### src/rtl/reg_dump_pkg.sv
// Shared types and default sizes for the register-file dump reader.
// Optional feature macro: REG_DUMP_CHECKSUM_EN adds the CSUM state used to
// emit a trailing checksum beat.
package reg_dump_pkg;

  localparam int unsigned NUM_REGS_DEF = 32;
  localparam int unsigned ADDR_W_DEF   = 5;
  localparam int unsigned DATA_W_DEF   = 32;

  typedef enum logic [2:0] {
    IDLE,
    READ,
    SEND,
`ifdef REG_DUMP_CHECKSUM_EN
    CSUM,
`endif
    FIN
  } state_e;

endpackage

### src/rtl/reg_dump_reader.sv
// reg_dump_reader: walks a combinational register-file read port over
// addresses 0..NUM_REGS-1 and streams each word out as an (address, data)
// beat on a valid/ready interface.
//
// Ports:
//   clk, rst         clock; synchronous active-high reset
//   start            one-cycle dump request, ignored while busy
//   rdAddr / rdData  register-file read port (data valid in same cycle)
//   outValid/outReady beat handshake
//   outAddr/outData  beat payload, held stable until accepted
//   outLast          final beat of a dump
//   outCsum          beat carries the checksum (0 without the macro)
//   busy, done       dump in progress; one-cycle completion pulse
//
// Macro REG_DUMP_CHECKSUM_EN: accumulate all dumped words modulo 2^DATA_W and
// append one checksum beat (outAddr=0, outCsum=1, outLast=1) after the last
// register beat.
module reg_dump_reader
  import reg_dump_pkg::*;
#(
  parameter int unsigned NUM_REGS = NUM_REGS_DEF,
  parameter int unsigned ADDR_W   = ADDR_W_DEF,
  parameter int unsigned DATA_W   = DATA_W_DEF
) (
  input  logic              clk,
  input  logic              rst,
  input  logic              start,
  output logic [ADDR_W-1:0] rdAddr,
  input  logic [DATA_W-1:0] rdData,
  output logic              outValid,
  input  logic              outReady,
  output logic [ADDR_W-1:0] outAddr,
  output logic [DATA_W-1:0] outData,
  output logic              outLast,
  output logic              outCsum,
  output logic              busy,
  output logic              done
);

  localparam logic [ADDR_W-1:0] LAST_IDX = ADDR_W'(NUM_REGS - 1);

  state_e            state_q, state_d;
  logic [ADDR_W-1:0] idx_q, idx_d;
  logic [ADDR_W-1:0] rd_addr_q, rd_addr_d;
  logic              out_valid_q, out_valid_d;
  logic [ADDR_W-1:0] out_addr_q, out_addr_d;
  logic [DATA_W-1:0] out_data_q, out_data_d;
  logic              out_last_q, out_last_d;
  logic              busy_q, busy_d;
  logic              done_q, done_d;
  logic              handshake;
  logic              idx_at_last;

`ifdef REG_DUMP_CHECKSUM_EN
  logic              out_csum_q, out_csum_d;
  logic [DATA_W-1:0] sum_q, sum_d;
`endif

  assign handshake   = out_valid_q & outReady;
  assign idx_at_last = (idx_q == LAST_IDX);

  // State register and all registered outputs
  always_ff @(posedge clk) begin
    if (rst) begin
      state_q     <= IDLE;
      idx_q       <= '0;
      rd_addr_q   <= '0;
      out_valid_q <= 1'b0;
      out_addr_q  <= '0;
      out_data_q  <= '0;
      out_last_q  <= 1'b0;
      busy_q      <= 1'b0;
      done_q      <= 1'b0;
`ifdef REG_DUMP_CHECKSUM_EN
      out_csum_q  <= 1'b0;
      sum_q       <= '0;
`endif
    end else begin
      state_q     <= state_d;
      idx_q       <= idx_d;
      rd_addr_q   <= rd_addr_d;
      out_valid_q <= out_valid_d;
      out_addr_q  <= out_addr_d;
      out_data_q  <= out_data_d;
      out_last_q  <= out_last_d;
      busy_q      <= busy_d;
      done_q      <= done_d;
`ifdef REG_DUMP_CHECKSUM_EN
      out_csum_q  <= out_csum_d;
      sum_q       <= sum_d;
`endif
    end
  end

  // Next-state and output logic
  always_comb begin
    state_d     = state_q;
    idx_d       = idx_q;
    rd_addr_d   = rd_addr_q;
    out_valid_d = out_valid_q;
    out_addr_d  = out_addr_q;
    out_data_d  = out_data_q;
    out_last_d  = out_last_q;
    busy_d      = busy_q;
    done_d      = 1'b0;
`ifdef REG_DUMP_CHECKSUM_EN
    out_csum_d  = out_csum_q;
    sum_d       = sum_q;
`endif

    unique case (state_q)
      IDLE: begin
        if (start) begin
          // rdAddr is registered, so it is pointed at index 0 on entry to READ
          idx_d     = '0;
          rd_addr_d = '0;
          busy_d    = 1'b1;
`ifdef REG_DUMP_CHECKSUM_EN
          sum_d     = '0;
`endif
          state_d   = READ;
        end
      end

      READ: begin
        out_data_d  = rdData;
        out_addr_d  = idx_q;
        out_valid_d = 1'b1;
`ifdef REG_DUMP_CHECKSUM_EN
        out_last_d  = 1'b0;
        out_csum_d  = 1'b0;
        sum_d       = sum_q + rdData;
`else
        out_last_d  = idx_at_last;
`endif
        state_d     = SEND;
      end

      SEND: begin
        if (handshake) begin
          out_valid_d = 1'b0;
`ifdef REG_DUMP_CHECKSUM_EN
          if (out_csum_q) begin
            state_d = FIN;
          end else if (idx_at_last) begin
            state_d = CSUM;
          end else begin
            idx_d     = idx_q + ADDR_W'(1);
            rd_addr_d = idx_q + ADDR_W'(1);
            state_d   = READ;
          end
`else
          if (idx_at_last) begin
            state_d = FIN;
          end else begin
            idx_d     = idx_q + ADDR_W'(1);
            rd_addr_d = idx_q + ADDR_W'(1);
            state_d   = READ;
          end
`endif
        end
      end

`ifdef REG_DUMP_CHECKSUM_EN
      // Load the checksum beat; mirrors READ so the beat rate stays 1 per 2
      CSUM: begin
        out_data_d  = sum_q;
        out_addr_d  = '0;
        out_csum_d  = 1'b1;
        out_last_d  = 1'b1;
        out_valid_d = 1'b1;
        state_d     = SEND;
      end
`endif

      FIN: begin
        done_d  = 1'b1;
        busy_d  = 1'b0;
        state_d = IDLE;
      end

      default: begin
        state_d = IDLE;
      end
    endcase
  end

  assign rdAddr   = rd_addr_q;
  assign outValid = out_valid_q;
  assign outAddr  = out_addr_q;
  assign outData  = out_data_q;
  assign outLast  = out_last_q;
  assign busy     = busy_q;
  assign done     = done_q;
`ifdef REG_DUMP_CHECKSUM_EN
  assign outCsum  = out_csum_q;
`else
  assign outCsum  = 1'b0;
`endif

endmodule

### config.mk
export PLATFORM = sky130hd
export DESIGN_NAME = reg_dump_reader
export DESIGN_NICKNAME = d
export VERILOG_FILES = /design/src/rtl/reg_dump_pkg.sv /design/src/rtl/reg_dump_reader.sv
export SDC_FILE = /design/constraint.sdc
export NUM_CORES = 1
export LEC_CHECK = 0
export ABC_AREA = 1
export CORE_MARGIN = 4
export CORE_UTILIZATION = 37
export DETAILED_ROUTE_END_ITERATION = 16
export PLACE_DENSITY = 0.81
export SLEW_MARGIN = 20
export SYNTH_ARGS = -nofsm -noshare
export SYNTH_HDL_FRONTEND = slang
export SYNTH_SLANG_ARGS = --single-unit
### constraint.sdc
create_clock -name clk -period 1.5 [get_ports clk]
set_input_delay 0.225 -clock clk [delete_from_list [all_inputs] [get_ports clk]]
set_output_delay 0.225 -clock clk [all_outputs]
set_load 0.02 [all_outputs]
==> metrics.md, run 1 <==
| Metric | Value |
|---|---|
| First-pass GRT wire length | `7430 um` |
| Max incr delay on CP | `0.62 ns` |
| Hold_ws | `0.476 ns` |
| Flop2flop setup slack | `0.06 ns` |
| Max_cap viols | `0` |
| Dpl cell area | `2660 sq um` |
| Die W | `78.4 um` |
| Crit path max-delay family | `buffers and inverters` |
| Layout area overhead | `54.7%` |
| Finished Cell Area | `2840 sq um` |
| Overall global routing resource usage | `14.9%` |
| Final hold viol count | `0` |
| Relative slew slack | `62.4%` |
| Classification of the worst setup path | `reg -> out` |
| WP data required | `1.27 ns` |
| Clock Pin Slew Worst Setup and Hold Paths | `0.09 ns` |
| Number of global-route vias before repair | `1,645` |
| Vias per inst | `4.51` |
| Tmin final | `1.47 ns` |
| Sequential element share of the synthesized area | `52.4%` |
| CP max-delay cell | `clkdlybuf4s50_1` |
| Pin count of the biggest net entering global routing | `42` |
| Status | `completed` |
| Die ar. | `6140 sq um` |
| Synthesized area | `1830 sq um` |
| Die Ht | `78.4 um` |
| Clock Skews | `0.00720 ns` |
| Nets@finish | `353` |
| Met2 usage | `25.3%` |
| Pleak | `1.47 nW` |
| Worst Setup End Kind | `output port` |
| Synthesized netlist cell count | `235` |
| Share of layout cells above drive strength 1 | `8.86%` |
| TritonCTS clock tree | `built` |
| Final Util | `59.7%` |
| Placed Instances | `374` |
| Layout Cells excl Fill | `383` |
| Clock Sinks | `48` |
| Initial Utilization | `38.6%` |
| Initial DRT Pass Iterations | `4` |
| Pwr dens | `1000 nW/um^2` |
| DPL Wire Length | `3140 um` |
| Startpoint types | `flop` |
| Core ar. | `4750 sq um` |
| Initial drt markers | `40` |
| Antenna Cells | `0` |
| Syn nets | `273` |
| Clk_lat worst skew | `0.29 ns` |
| Routed wire length | `4540 um` |
| Warnings, synthesis | `0` |
| Gr busiest metal | `met2` |
| Worst vdd ir | `473 uV` |
| Post-synth top area cell | `dfxtp_1` |
| Post-route ant nets | `0` |
| Wirelength per Cell | `11.9 um` |
| Arr. time, crit path | `1.25 ns` |
| Total gr overflow | `0` |
| Htree depth | `2` |
| RSZ-0062 raised after global routing | `true` |
| Slew Viols, Final | `0` |
| Met1 track demand over resource | `18.1%` |
| Critical path buffer and inverter count | `1` |
| Vias | `1,728` |
| Hold crit path type | `reg -> reg` |
| GPL Wtd Cong | `0.754` |
| Final total power | `2.84 mW` |
| Met3 Usage GRT | `3.90%` |
| Port bufs | `81` |
| Worst-margin pin slew | `0.563 ns` |
| Root Buffer | `clkbuf_8` |
| Mapped Avg Cell Area | `7.80 sq um` |
| Fmax | `0.679 GHz` |
| Ranking of synthesized cells by area | `dfxtp_1 52%, nor2_1 16%, o21ai_1 5.5%` |
| Ports | `83` |
| Crit path cell chain | `clkdlybuf4s50_1` |
| Antenna violations before repair | `0` |
| Yosys reg bits | `48` |
| CP max FO | `2` |
| Row cnt | `25` |
| # DRC | `0` |
| Final setup violation count | `0` |
| CTS Buf Count | `5` |
| Fin crit share | `98.1%` |
| Yosys cell types | `23` |
| Clock Path Buffers | `2` |
| Hold-fix buffer count after cts | `0` |
| Synth top area share | `52.4%` |
## cell usage after synthesis
cell	n
nor2_1	80
dfxtp_1	48
o21ai_1	20
o21ai_0	17
nand2_1	16
a21oi_1	11
inv_1	8
nand3_1	7
buf_6	5
buf_2	3
buf_4	3
clkbuf_1	3
ha_1	2
inv_2	2
nand2_2	2
a21oi_2	1
a31oi_1	1
conb_1	1
inv_4	1
nand3_2	1
nand4_1	1
nor2_2	1
o21ai_2	1
## where the power goes
| part | switching (mW) | internal (mW) | total, mW |
|---|---|---|---|
| combinational | 0.331 | 0.302 | 0.634 |
| clock | 0.405 | 0.377 | 0.782 |
| sequential | 0.0495 | 1.37 | 1.42 |
| total | 0.786 | 2.05 | 2.84 |
## path summary, 6_finish.rpt
kind                     from     endpoint  depth (start not counted)
setup / recovery  outData[22]  outData[22]                          1
hold / removal           busy         busy                          2
setup reg to reg    rdAddr[0]    rdAddr[3]                          8
hold reg to reg          busy         busy                          2
## through the flow
step / TNS (ns) / setup slack (ns)
floorplan: 0 / 0.0153
global placement: 0 / 0.0308
detailed placement: 0 / 0.000771
CTS: 0 / 0.00246
global route: -0.0678 / -0.0518
finish: 0 / 0.0281
## registers in the layout (all words and copies together) (netlist names)
register  cells
outData      32
rdAddr        5
busy          1
state_q       2
outAddr       5
outLast       1
outValid      1
done          1
## final cells by class
| class | instances | area (sq um) |
|---|---|---|
| inverter | 11 | 43.8 |
| multi-input combinational | 162 | 747 |
| timing repair buffer | 87 | 908 |
| tap | 67 | 83.8 |
| sequential | 48 | 963 |
| clock buffer | 8 | 90.1 |
| fill | 449 | 1920 |
## cells in the final DEF, fill, tap and decap left out, types with 2 or more instances in the layout
cell type / instances
clkdlybuf4s50_1: 51
nor2_1: 79
nor2_2: 2
o21ai_0: 17
dfxtp_1: 46
inv_1: 8
nand2_1: 15
dlygate4sd2_1: 6
a21oi_2: 2
clkbuf_8: 6
o21ai_1: 20
nand2_2: 3
dlymetal6s2s_1: 24
nand3_1: 7
dfxtp_2: 2
a21oi_1: 10
buf_4: 6
inv_2: 2
clkbuf_1: 2
## per-layer routing
layer	routed length, um	up-vias
met3	341	5
li1	-	905
met4	49	0
met5	0	-
met2	2230	55
met1	1910	763
## logic make-up (layout without fill, tap and decap cells)
family,count (synthesis),after routing,synth area share [%]
and+or+nand+nor,108,108,23.5
buffers and inverters,25,106,8.12
DFF,48,48,52.4
AOI/OAI and AO/OA,51,51,14.4
other,1,1,0.205
adders and majority gates,2,2,1.36
## timing repair
action,in CTS,in global routing
endpoints found under the setup margin,7,29
pin swaps,1,4
resized for setup,7,30
buffers inserted,0,1
(Power assumes the default switching activity.)
==> run 2: changes to the inputs <==
--- a/config.mk
+++ b/config.mk
@@ -9,7 +9,7 @@
 export CORE_MARGIN = 4
 export CORE_UTILIZATION = 37
 export DETAILED_ROUTE_END_ITERATION = 16
-export PLACE_DENSITY = 0.81
+export PLACE_DENSITY_LB_ADDON = 0.08
 export SLEW_MARGIN = 20
 export SYNTH_ARGS = -nofsm -noshare
 export SYNTH_HDL_FRONTEND = slang
==> metrics.md, run 2 (synthesized netlist as in run 1, its figures left out) <==
| Metric | Value |
|---|---|
| Die W | `78.4 um (unchanged)` |
| Crit path max-delay family | `buffers and inverters` |
| WP data required | `1.27 ns (about the same)` |
| Max_cap viols | `0 (unchanged)` |
| Layout area overhead | `58.8%` |
| Register area | `962 sq um (-0.13%)` |
| Final total power | `2.85 mW (+0.46%)` |
| Root Buffer | `clkbuf_8` |
| Overall global routing resource usage | `15.0% (about the same)` |
| TritonCTS clock tree | `built` |
| Startpoint types | `flop` |
| Ports | `83 (unchanged)` |
| Vias per inst | `4.42 (-2.0%)` |
| Final hold viol count | `0 (unchanged)` |
| Vias | `1,702 (-1.5%)` |
| Area occupied by multi-input gates | `754 sq um (+1.0%)` |
| Fmax | `0.703 GHz (+3.5%)` |
| Initial DRT Pass Iterations | `4 (unchanged)` |
| Antenna violations before repair | `0 (unchanged)` |
| Initial Utilization | `38.6% (unchanged)` |
| Critical path buffer and inverter count | `1 (unchanged)` |
| Pleak | `1.73 nW (+18%)` |
| Clk_lat worst skew | `0.30 ns (about the same)` |
| Share of layout cells above drive strength 1 | `10.4% (+1.5 points)` |
| Max reg flops | `32 (unchanged)` |
| Routed wire length | `4560 um (+0.46%)` |
| Clock Pin Slew Worst Setup and Hold Paths | `0.08 ns (about the same)` |
| Pin count of the biggest net entering global routing | `42 (unchanged)` |
| Pwr dens | `978 nW/um^2 (-2.1%)` |
| Hold-fix buffer count after cts | `0 (unchanged)` |
| Number of global-route vias before repair | `1,595 (-3.0%)` |
| Arr. time, crit path | `1.20 ns (-0.05 ns)` |
| Fin crit share | `94.8% (-3.3 points)` |
| Fillers | `460 (+2.4%)` |
| Nets@finish | `355 (+0.57%)` |
| Clock Sinks | `48 (unchanged)` |
| GPL Wtd Cong | `0.788 (+4.4%)` |
| Slew Viols, Final | `0 (unchanged)` |
| Port bufs | `81 (unchanged)` |
| Clock Path Buffers | `2 (unchanged)` |
| Hold_ws | `0.472 ns (-0.00355 ns)` |
| Worst r2r src | `rdAddr[0]` |
| Antenna Cells | `0 (unchanged)` |
| Setup tns final | `0 ns (unchanged)` |
| Die Ht | `78.4 um (unchanged)` |
| Wirelength per Cell | `11.8 um (about the same)` |
| DPL Wire Length | `3170 um (+0.78%)` |
| Worst Setup End Kind | `output port` |
| Most frequent cells in the layout | `80 x nor2_1, 47 x dfxtp_1, 39 x dlymetal6s2s_1` |
| CP max FO | `1 (-1)` |
| CP max-delay cell | `clkdlybuf4s50_1` |
| Htree depth | `2 (unchanged)` |
| Crit path cell chain | `clkdlybuf4s50_1` |
| RSZ-0062 raised after global routing | `false` |
| Origin of the worst setup path | `done` |
| Total gr overflow | `0 (unchanged)` |
| Max incr delay on CP | `0.59 ns (-0.03 ns)` |
| Tmin final | `1.42 ns (-0.0492 ns)` |
| Clock Skews | `0.00594 ns (-0.00126 ns)` |
| Classification of the worst setup path | `reg -> out` |
| Worst vdd ir | `471 uV (-0.48%)` |
| Hold Startpoint | `busy` |
| Initial drt markers | `71 (+78%)` |
| CTS Buf Count | `5 (unchanged)` |
| # DRC | `0 (unchanged)` |
| Hold crit path type | `reg -> reg` |
| Leading cell type in the layout, fill and taps excluded | `nor2_1` |
| Final setup violation count | `0 (unchanged)` |
| Row cnt | `25 (unchanged)` |
| Status | `completed` |
| Post-route ant nets | `0 (unchanged)` |
| First-pass GRT wire length | `7190 um (-3.3%)` |
| Core ar. | `4750 sq um (unchanged)` |
| Die ar. | `6140 sq um (unchanged)` |
-- run 2: layout make-up --
class                      instances  share of cell area, %
timing repair buffer              89                   33.4
sequential                        48                   33.0
multi-input combinational        162                   25.9
clock buffer                       7                   2.97
tap                               67                   2.88
inverter                          11                   1.50
clock inverter                     1                  0.258
-- run 2: worst reg2reg max path: stages, from the launching register on --
cell	delay (ns)
dfxtp_2	0.33
ha_2	0.18
nand2_2	0.07
nor2_1	0.04
ha_2	0.19
a21oi_2	0.19
nand3_4	0.13
nand2_1	0.09
nand2_1	0.05
nor2_1	0.08
-- run 2: layer usage --
layer	global-route usage [%]	share of wire (%)
met5	0	0
met4	4.90	0.79
met3	5.96	8.0
met2	25.1	47
met1	17.4	44
-- run 2: worst paths after layout --
kind | endpoint | slack (ns) | cells after the start
max | done | 0.08 | 1
min reg2reg | busy | 0.47 | 2
min | busy | 0.47 | 2
max reg2reg | rdAddr[3] | 0.10 | 9
-- run 2: report_power, final --
part / internal (mW) / switching [mW] / leakage [nW]
Clock: 0.375 / 0.412 / 0.0445
Sequential: 1.37 / 0.0461 / 0.394
Combinational: 0.306 / 0.339 / 1.29
-- run 2: per-stage QoR --
step | cell area [sq um] | util (%) | setup slack, ns | instances
global route | 2910 | 61.2 | 0.000574 | 385
detailed placement | 2690 | 56.6 | 0.0156 | 376
finish | 2910 | 61.2 | 0.0773 | 385
floorplan | 1830 | - | 0.0153 | 235
global placement | 2690 | 56.6 | 0.0797 | 376
CTS | 2780 | 58.4 | 0.000367 | 384
-- run 2: repair_timing --
| action | 4_1_cts | 5_1_grt |
|---|---|---|
| pin swaps | 0 | 2 |
| setup buffers | 0 | 1 |
| endpoints found under the setup margin | 6 | 44 |
| gates resized for setup | 6 | 48 |
==> run 3: changes to the inputs <==
--- a/config.mk
+++ b/config.mk
@@ -7,8 +7,10 @@
 export LEC_CHECK = 0
 export ABC_AREA = 1
 export CORE_MARGIN = 4
-export CORE_UTILIZATION = 37
+export CORE_UTILIZATION = 55
+export CTS_CLUSTER_SIZE = 8
 export DETAILED_ROUTE_END_ITERATION = 16
+export DONT_BUFFER_PORTS = 1
 export PLACE_DENSITY_LB_ADDON = 0.08
 export SLEW_MARGIN = 20
 export SYNTH_ARGS = -nofsm -noshare
==> constraint.sdc (replaced) <==
create_clock -name clk -period 1.2 [get_ports clk]
set_input_delay 0.18 -clock clk [delete_from_list [all_inputs] [get_ports clk]]
set_output_delay 0.18 -clock clk [all_outputs]
set_load 0.02 [all_outputs]
==> metrics.md, run 3 (synthesized netlist as in run 1, its figures left out) <==
| Metric | Value |
|---|---|
| Clock Skews | `0.00722 ns (+0.00128 ns)` |
| Place WS | `-0.173 ns (-0.188 ns)` |
| Number of global-route vias before repair | `1,588 (-0.44%)` |
| Die W | `65.7 um (-16%)` |
| Ports | `83 (unchanged)` |
| Startpoint types | `flop` |
| Clock Path Buffers | `2 (unchanged)` |
| Setup tns final | `-0.926 ns (-0.926 ns)` |
| Port bufs | `0 (-100%)` |
| Vias per inst | `5.29 (+20%)` |
| Wirelength per Cell | `14.9 um (+26%)` |
| Vias | `1,646 (-3.3%)` |
| Worst Setup End Kind | `flop` |
| Die ar. | `4320 sq um (-30%)` |
| Max incr delay on CP | `0.38 ns (-0.21 ns)` |
| CP max FO | `6 (+5)` |
| Final setup violation count | `7 (+7)` |
| Final Worst Setup Slack | `-0.164 ns (-0.241 ns)` |
| Max_cap viols | `0 (unchanged)` |
| Initial drt markers | `95 (+34%)` |
| Nets@finish | `305 (-14%)` |
| Finished Cell Area | `2300 sq um (-21%)` |
| Pwr dens | `1330 nW/um^2 (+36%)` |
| Max reg flops | `32 (unchanged)` |
| First-pass GRT wire length | `7070 um (-1.6%)` |
| Worst vdd ir | `705 uV (+50%)` |
| Core ar. | `3130 sq um (-34%)` |
| Initial Utilization | `58.6% (+20 points)` |
| Switching Fraction | `30.6% (+2.6 points)` |
| Initial DRT Pass Iterations | `4 (unchanged)` |
| Routed wire length | `4630 um (+1.6%)` |
| Layout area overhead | `25.4%` |
| DPL Wire Length | `2960 um (-6.5%)` |
| Total gr overflow | `0 (unchanged)` |
| # DRC | `0 (unchanged)` |
| Placed Instances | `277 (-26%)` |
| Share of layout cells above drive strength 1 | `16.5% (+6.1 points)` |
| Clock Sinks | `48 (unchanged)` |
| Clk_lat worst skew | `0.35 ns (+0.05 ns)` |
| Layout Cells excl Fill | `311 (-19%)` |
| Overall global routing resource usage | `21.5% (+6.5 points)` |
| Violated checks | `setup timing` |
| Classification of the worst setup path | `reg -> reg` |
| Int Power | `2.13 mW (+3.7%)` |
| Pleak | `0.918 nW (-47%)` |
| Dpl cell area | `1910 sq um (-29%)` |
| GPL Wtd Cong | `0.865 (+9.8%)` |
| Status | `finished, violations left` |
| Die Ht | `65.7 um (-16%)` |
| Final hold viol count | `0 (unchanged)` |
| TritonCTS clock tree | `built` |
| Slew Viols, Final | `0 (unchanged)` |
| WP data required | `1.43 ns (+0.16 ns)` |
| CTS Buf Count | `5 (unchanged)` |
| Fillers | `244 (-47%)` |
| Crit path cell chain | `ha_4 -> nand2_4 -> nor2_2 -> ha_4 -> a21oi_4 -> nand3_4 -> nand2_1 -> a21oi_2` |
| Leading cell type in the layout, fill and taps excluded | `nor2_1` |
| Final Util | `73.5% (+12 points)` |
| Antenna violations before repair | `0 (unchanged)` |
| Clk network pwr share | `22.0% (-5.6 points)` |
| Row cnt | `20 (-20%)` |
| CP max-delay cell | `dfxtp_4` |
| Gate power share | `15.2% (-7.5 points)` |
| Htree depth | `2 (unchanged)` |
| Reported net switching power | `939 uW (+18%)` |
| Seq pwr share | `62.7% (+13 points)` |
| Post-route ant nets | `0 (unchanged)` |
| Most frequent cells in the layout | `78 x nor2_1, 45 x dfxtp_1, 26 x dlygate4sd3_1` |
| RSZ-0062 raised after global routing | `true` |
| Root Buffer | `clkbuf_4` |
| Critical path buffer and inverter count | `0 (-1)` |
| Fmax | `0.733 GHz` |
| Clock Pin Slew Worst Setup and Hold Paths | `0.12 ns (+0.04 ns)` |
| Hold_ws | `0.00352 ns (-0.469 ns)` |
| Crit path top cell by count | `ha_4` |
| Final total power | `3.07 mW (+7.7%)` |
| Fin crit share | `114%` |
| Hold crit path type | `in -> reg` |
| Antenna Cells | `0 (unchanged)` |
| Crit path max-delay family | `flip-flops` |
| Tmin final | `1.36 ns` |
| Pin count of the biggest net entering global routing | `42 (unchanged)` |
| Arr. time, crit path | `1.60 ns (+0.40 ns)` |
==> run 3: layer usage <==
layer  track usage [%]  routed length [um]
met1              23.3                1780
met2              37.5                2370
met3              6.32                 413
met4              10.9                  69
met5                 0                   0
==> run 3: repair_timing <==
action	CTS	global route
cloned	0	0
resized for setup	4	12
endpoints found under the setup margin	7	19
pin swaps	8	11
hold buffers	22	4
endpoints found under the hold margin	31	12
buffers inserted	1	0
==> run 3: path summary, 6_finish.rpt <==
kind                                 start     endpoint  slack (ns)  cells after the start
worst min register to register  state_q[0]         done        0.54                      2
worst min-delay path            rdData[11]  outData[11]       0.004                      2
worst max register to register   rdAddr[1]    rdAddr[0]       -0.16                      8
worst max-delay path             rdAddr[1]    rdAddr[0]       -0.16                      8
==> run 3: final cells by class <==
class | count | area (sq um) | area share [%]
sequential | 48 | 970 | 42.2
clock buffer | 6 | 41.3 | 1.80
clock inverter | 1 | 5.00 | 0.218
multi-input combinational | 162 | 811 | 35.3
tap | 44 | 55.1 | 2.40
inverter | 11 | 46.3 | 2.01
timing repair buffer | 39 | 370 | 16.1
==> run 3: power by group through the flow <==
stage          Sequential, mW  Combinational (mW)  Clock [mW]
3_3_place_gp             1.96               0.354           0
4_1_cts                  1.92               0.435       0.695
3_5_place_dp             1.96               0.372           0
6_report                 1.92               0.467       0.676
5_1_grt                  1.94               0.529       0.780
2_1_floorplan            1.95               0.303           0
